==> src/rtl/time_set_pkg.sv <==
// Shared types and digit limits for the time-setting controller.
// Also holds the BCD wrap-increment helpers used by the edit buffer.
package time_set_pkg;

  typedef enum logic [2:0] {
    S_IDLE,
    S_EDIT_HT,
    S_EDIT_HU,
    S_EDIT_MT,
    S_EDIT_MU,
    S_COMMIT
  } ts_state_t;

  localparam logic [3:0] HR_T_MAX       = 4'd2;
  localparam logic [3:0] HR_U_MAX       = 4'd9;
  localparam logic [3:0] HR_U_MAX_AT_2X = 4'd3;
  localparam logic [3:0] MIN_T_MAX      = 4'd5;
  localparam logic [3:0] MIN_U_MAX      = 4'd9;

  typedef struct packed {
    logic [3:0] hr_t;
    logic [3:0] hr_u;
    logic [3:0] min_t;
    logic [3:0] min_u;
  } ts_buf_t;

  // Anything at or above the limit (including junk capture) wraps to 0.
  function automatic logic [3:0] wrap_inc(
    input logic [3:0] d,
    input logic [3:0] max
  );
    return (d >= max) ? 4'd0 : d + 4'd1;
  endfunction

  function automatic logic [3:0] hr_u_limit(input logic [3:0] hr_t);
    return (hr_t >= HR_T_MAX) ? HR_U_MAX_AT_2X : HR_U_MAX;
  endfunction

endpackage

==> src/rtl/idle_timer.sv <==
// Inactivity timer for the edit session.
// Emits a one-cycle expired pulse after TIMEOUT_CYCLES running cycles without clr.
module idle_timer #(
  parameter int TIMEOUT_CYCLES = 1000,
  parameter int TO_W           = $clog2(TIMEOUT_CYCLES + 1)
) (
  input  logic clk,
  input  logic reset,
  input  logic clr,
  input  logic run,
  output logic expired
);

  localparam logic [TO_W-1:0] LAST = TO_W'(TIMEOUT_CYCLES - 1);

  logic [TO_W-1:0] cnt_q;
  logic [TO_W-1:0] cnt_d;

  always_comb begin
    expired = run && !clr && (cnt_q == LAST);
    cnt_d   = cnt_q;
    if (clr || !run || expired) begin
      cnt_d = '0;
    end else begin
      cnt_d = cnt_q + TO_W'(1);
    end
  end

  always_ff @(posedge clk or posedge reset) begin
    if (reset) begin
      cnt_q <= '0;
    end else begin
      cnt_q <= cnt_d;
    end
  end

endmodule

==> src/rtl/time_set_ctrl.sv <==
// Button-driven time-setting controller: captures the current time,
// steps through each BCD digit with 24-hour wrap, and strobes the result out.
module time_set_ctrl
  import time_set_pkg::*;
#(
  parameter int TIMEOUT_CYCLES = 1000,
  parameter int TO_W           = $clog2(TIMEOUT_CYCLES + 1)
) (
  input  logic       clk,
  input  logic       reset,
  input  logic       enter_btn,
  input  logic       up_btn,
  input  logic       cancel_btn,
  input  logic [3:0] cur_hr_T,
  input  logic [3:0] cur_hr_U,
  input  logic [3:0] cur_min_T,
  input  logic [3:0] cur_min_U,
  output logic       set_time,
  output logic [3:0] new_hr_T,
  output logic [3:0] new_hr_U,
  output logic [3:0] new_min_T,
  output logic [3:0] new_min_U,
  output logic       editing,
  output logic [1:0] sel,
  output logic [3:0] disp_hr_T,
  output logic [3:0] disp_hr_U,
  output logic [3:0] disp_min_T,
  output logic [3:0] disp_min_U
);

  ts_state_t state_q;
  ts_state_t state_d;
  ts_buf_t   buf_q;
  ts_buf_t   buf_d;

  logic btn_any;
  logic inc;
  logic expired;

  assign btn_any = enter_btn | up_btn | cancel_btn;
  // Cancel beats enter beats up; only one action per cycle.
  assign inc = up_btn & ~enter_btn & ~cancel_btn;

  idle_timer #(
    .TIMEOUT_CYCLES(TIMEOUT_CYCLES),
    .TO_W          (TO_W)
  ) u_idle_timer (
    .clk    (clk),
    .reset  (reset),
    .clr    (btn_any),
    .run    (editing),
    .expired(expired)
  );

  always_comb begin
    state_d = state_q;
    buf_d   = buf_q;
    unique case (state_q)
      S_IDLE: begin
        if (enter_btn) begin
          buf_d.hr_t  = cur_hr_T;
          buf_d.hr_u  = cur_hr_U;
          buf_d.min_t = cur_min_T;
          buf_d.min_u = cur_min_U;
          state_d     = S_EDIT_HT;
        end
      end
      S_EDIT_HT: begin
        if (cancel_btn || expired) begin
          state_d = S_IDLE;
        end else if (enter_btn) begin
          state_d = S_EDIT_HU;
        end else if (inc) begin
          buf_d.hr_t = wrap_inc(buf_q.hr_t, HR_T_MAX);
          // Stepping into the 20s must not leave an illegal 24..29.
          if (buf_d.hr_t == HR_T_MAX &&
              buf_q.hr_u > HR_U_MAX_AT_2X) begin
            buf_d.hr_u = HR_U_MAX_AT_2X;
          end
        end
      end
      S_EDIT_HU: begin
        if (cancel_btn || expired) begin
          state_d = S_IDLE;
        end else if (enter_btn) begin
          state_d = S_EDIT_MT;
        end else if (inc) begin
          buf_d.hr_u = wrap_inc(buf_q.hr_u,
                                hr_u_limit(buf_q.hr_t));
        end
      end
      S_EDIT_MT: begin
        if (cancel_btn || expired) begin
          state_d = S_IDLE;
        end else if (enter_btn) begin
          state_d = S_EDIT_MU;
        end else if (inc) begin
          buf_d.min_t = wrap_inc(buf_q.min_t, MIN_T_MAX);
        end
      end
      S_EDIT_MU: begin
        if (cancel_btn || expired) begin
          state_d = S_IDLE;
        end else if (enter_btn) begin
          state_d = S_COMMIT;
        end else if (inc) begin
          buf_d.min_u = wrap_inc(buf_q.min_u, MIN_U_MAX);
        end
      end
      S_COMMIT: begin
        state_d = S_IDLE;
      end
      default: begin
        state_d = S_IDLE;
      end
    endcase
  end

  always_ff @(posedge clk or posedge reset) begin
    if (reset) begin
      state_q <= S_IDLE;
      buf_q   <= '0;
    end else begin
      state_q <= state_d;
      buf_q   <= buf_d;
    end
  end

  always_comb begin
    editing  = 1'b0;
    sel      = 2'd0;
    set_time = 1'b0;
    unique case (state_q)
      S_EDIT_HT: begin
        editing = 1'b1;
        sel     = 2'd0;
      end
      S_EDIT_HU: begin
        editing = 1'b1;
        sel     = 2'd1;
      end
      S_EDIT_MT: begin
        editing = 1'b1;
        sel     = 2'd2;
      end
      S_EDIT_MU: begin
        editing = 1'b1;
        sel     = 2'd3;
      end
      S_COMMIT: begin
        set_time = 1'b1;
      end
      default: begin
        editing = 1'b0;
      end
    endcase
  end

  assign new_hr_T  = buf_q.hr_t;
  assign new_hr_U  = buf_q.hr_u;
  assign new_min_T = buf_q.min_t;
  assign new_min_U = buf_q.min_u;

  assign disp_hr_T  = editing ? buf_q.hr_t  : cur_hr_T;
  assign disp_hr_U  = editing ? buf_q.hr_u  : cur_hr_U;
  assign disp_min_T = editing ? buf_q.min_t : cur_min_T;
  assign disp_min_U = editing ? buf_q.min_u : cur_min_U;

endmodule

==> config.mk <==
export PLATFORM = sky130hd
export DESIGN_NAME = time_set_ctrl
export DESIGN_NICKNAME = d
export VERILOG_FILES = /design/src/rtl/time_set_pkg.sv /design/src/rtl/idle_timer.sv /design/src/rtl/time_set_ctrl.sv
export SDC_FILE = /design/constraint.sdc
export NUM_CORES = 1
export LEC_CHECK = 0
export CAP_MARGIN = 5
export CORE_MARGIN = 5
export CORE_UTILIZATION = 35
export CTS_CLUSTER_SIZE = 20
export DETAILED_ROUTE_END_ITERATION = 6
export SYNTH_ARGS = -nofsm -noshare
export SYNTH_HDL_FRONTEND = slang
export SYNTH_SLANG_ARGS = --single-unit
==> constraint.sdc <==
create_clock -name clk -period 2.5 [get_ports clk]
set_input_delay 0.25 -clock clk [delete_from_list [all_inputs] [get_ports clk]]
set_output_delay 0.25 -clock clk [all_outputs]
set_load 0.005 [all_outputs]
==> results.cfg <==
[outcome]
status = finished clean

[job]
max_cap_violations = 0

[synthesis]
synth_cell_types = 43
ys_ff_latch = 29
synth_most_common_cell = dfrtp_1
synth_area_um2 = 2020
postSynthAreaPerCell_um2 = 9.05
synth_nets = 256
synth_common_cells = dfrtp_1, nor2_1, mux2_2
ys.warnings.count = 0
synth_area_leaders = dfrtp_1, mux2_2, ha_1, nor2_1, a21oi_1
yosysTopAreaCell = dfrtp_1
synth-edff-count = 0
yosysSeqAreaShare_pct = 36.0
synth_cells = 223
async_reset_ff_share_pct = 100
synth_top_area_share_pct = 36.0
synth_ff_type = dfrtp_1

[clock_network]
root_buffer = clkbuf_8
cts_sinks = 29
clkLatencyLatePin_ns = 0.28
cts_buffer_depth = 2
clk_pin_slew_ns = 0.06
cts_max_level = 2
cts_tree = done
cts_buffers = 5

[route]
antenna_left = 0
drtPass1Iterations = 4
drc = 0
routed_wl_um = 5140
via_per_inst = 4.99
vias = 1806
first_iter_violations = 90
wl_per_cell_um = 14.2

[pwr]
switching_power_w = 0.00102
swShare_pct = 36.0
total_power_w = 0.00283
comb_power_share_pct = 57.1
p_int_w = 0.00181
pwr-share-seq_pct = 27.7
p_clk_share_pct = 15.2
power_density_nw_per_um2 = 994
ir_drop_mv = 0.334
p_leak_nw = 1.21

[critical_path]
cp.required_ns = 2.71
reg2reg_to = new_hr_U[2]$_DFFE_PP0P_
cp.arrival_ns = 2.66
worstPathMaxFanout = 6
r2r_cells = 8
rrSetupSlack_ns = 0.05
end_kind = flop
r2r_start = new_hr_T[1]$_DFFE_PP0P_
critical_path_class = flop to flop
critPathLaunch = new_hr_T[1]$_DFFE_PP0P_
critPathLaunchType = flop

[global_routing]
grt_remaining_overflow = 0
grt_pass1_vias = 1753
antenna_found_initial = 0
grt_max_degree = 30
grt_use_total_pct = 14.5
grt_pass1_wl_um = 8550

[placed_design]
io_buffers = 56
post-dp-hpwl_um = 3800
pre_cts_ws_ns = -0.00676
gp_congestion = 0.784

[timing]
tns_ns = 0
period_needed_ns = 2.45
tightest_slew_ns = 0.702
period_share_pct = 98.1
fin_ws_ns = 0.0484
finalSetupViolations = 0
finalClockSkew_ns = 0.00351
fmax_mhz = 408
relSlewSlack_pct = 53.0
rsz0062_at_grt = true
hold_violations = 0
slew_violations = 0

[die]
fp.dieW_um = 85.9
core_region_area_um2 = 5540
rows = 27
start_util_pct = 36.4
ios = 57
die_area_um2 = 7380
die_y_um = 85.9

[cells_and_area]
diodes = 0
synthToLayoutAreaGrowth_pct = 41.2
nets = 322
drive_gt1_share_pct = 16.2
fill_cells = 530

[worst_hold_path]
hold_class = input pin to async pin
## registers in the layout, summed over array words and instances (netlist names)
signal / flops
u_idle_timer.cnt_q: 10
new_hr_T: 4
new_hr_U: 4
new_min_T: 4
new_min_U: 4
state_q: 3
## worst max-delay path by stage
stage                         endpoint  slack, ns  depth (start not counted)
2_1_floorplan  new_hr_U[2]$_DFFE_PP0P_      -0.03                         10
3_3_place_gp   new_hr_U[2]$_DFFE_PP0P_       0.06                          8
3_5_place_dp   new_hr_U[2]$_DFFE_PP0P_     -0.007                          8
4_1_cts                  disp_min_T[3]      0.004                          3
5_1_grt        new_hr_U[1]$_DFFE_PP0P_      -0.05                          8
6_report       new_hr_U[2]$_DFFE_PP0P_       0.05                          8
## critical path, stage by stage (launching register included)
cell	delay [ns]
dfrtp_1	0.42
ha_2	0.18
or4_4	0.44
inv_2	0.08
ha_4	0.19
a211o_1	0.24
a2111o_1	0.46
o31a_1	0.27
o21ai_1	0.11
## power groups by stage
| stage | clock [W] | combinational (W) | sequential (W) |
|---|---|---|---|
| after floorplan | 0 | 0.000779 | 0.000765 |
| after global placement | 0 | 0.00154 | 0.000786 |
| after detailed placement | 0 | 0.00155 | 0.000788 |
| after CTS | 0.000444 | 0.00157 | 0.000782 |
| after global routing | 0.000472 | 0.00179 | 0.000817 |
| final | 0.000430 | 0.00162 | 0.000785 |
## area by class of cell
class	count	area (µm²)	share of cell area, %
clock buffers	7	96.3	3.38
clock inverters	1	5.00	0.176
inverters	14	52.6	1.84
multi-input cells	171	1220	42.7
flip-flops and latches	29	726	25.5
well taps	72	90.1	3.16
repair buffers	68	663	23.3
## cells by family (layout without fill, tap and decap cells)
kind of cell	count (synthesis)	in the layout	synth area share (%)
buf+inv	23	90	4.71
simple gates	79	79	20.5
xor+xnor	11	11	5.70
compound gates	52	52	16.2
flops	29	29	36.0
mux	17	17	9.49
fa+ha+maj	12	12	7.44
## repair_timing
item	in CTS	in global routing
setup buffers	0	3
hold buffers	0	0
endpoints found under the setup margin	2	20
pin swaps	0	2
resized for setup	1	3
## layer usage
metal  global-route usage (%)  wire length (µm)  vias to the layer above
met2                     22.8              2380                       47
met5                        0                 0                        -
li1                         -                 -                      920
met4                     3.45                 0                        0
met1                     19.6              2480                      839
met3                     4.23               273                        0
## placed cells by master (no fill, tap or decap), drive strengths merged, types with 2 or more instances in the layout
| master | count |
|---|---|
| or3 | 2 |
| nor3 | 5 |
| a21oi | 13 |
| inv | 14 |
| o22a | 2 |
| mux2 | 17 |
| nand2 | 16 |
| nor2b | 3 |
| nand2b | 4 |
| xor2 | 4 |
| nand3b | 2 |
| or3b | 3 |
| o31a | 2 |
| nor4 | 2 |
| nor3b | 3 |
| a211oi | 3 |
| xnor2 | 7 |
| o21ai | 20 |
| and3 | 3 |
| buf | 12 |
| clkdlybuf4s50 | 56 |
| ha | 12 |
| nor2 | 25 |
| dfrtp | 29 |
| clkbuf | 7 |
| nand3 | 7 |
| a22oi | 3 |
| a211o | 3 |
## stage by stage
step | hold slack (ns) | instances | cell area, µm² | util (%)
4_1_cts | 0.363 | 359 | 2800 | 50.5
5_1_grt | 0.418 | 362 | 2850 | 51.4
3_5_place_dp | 0.493 | 351 | 2690 | 48.6
2_1_floorplan | 0.321 | 223 | 2020 | -
3_3_place_gp | 0.489 | 351 | 2690 | 48.6
6_report | 0.353 | 362 | 2850 | 51.4
(Power assumes the default switching activity.)
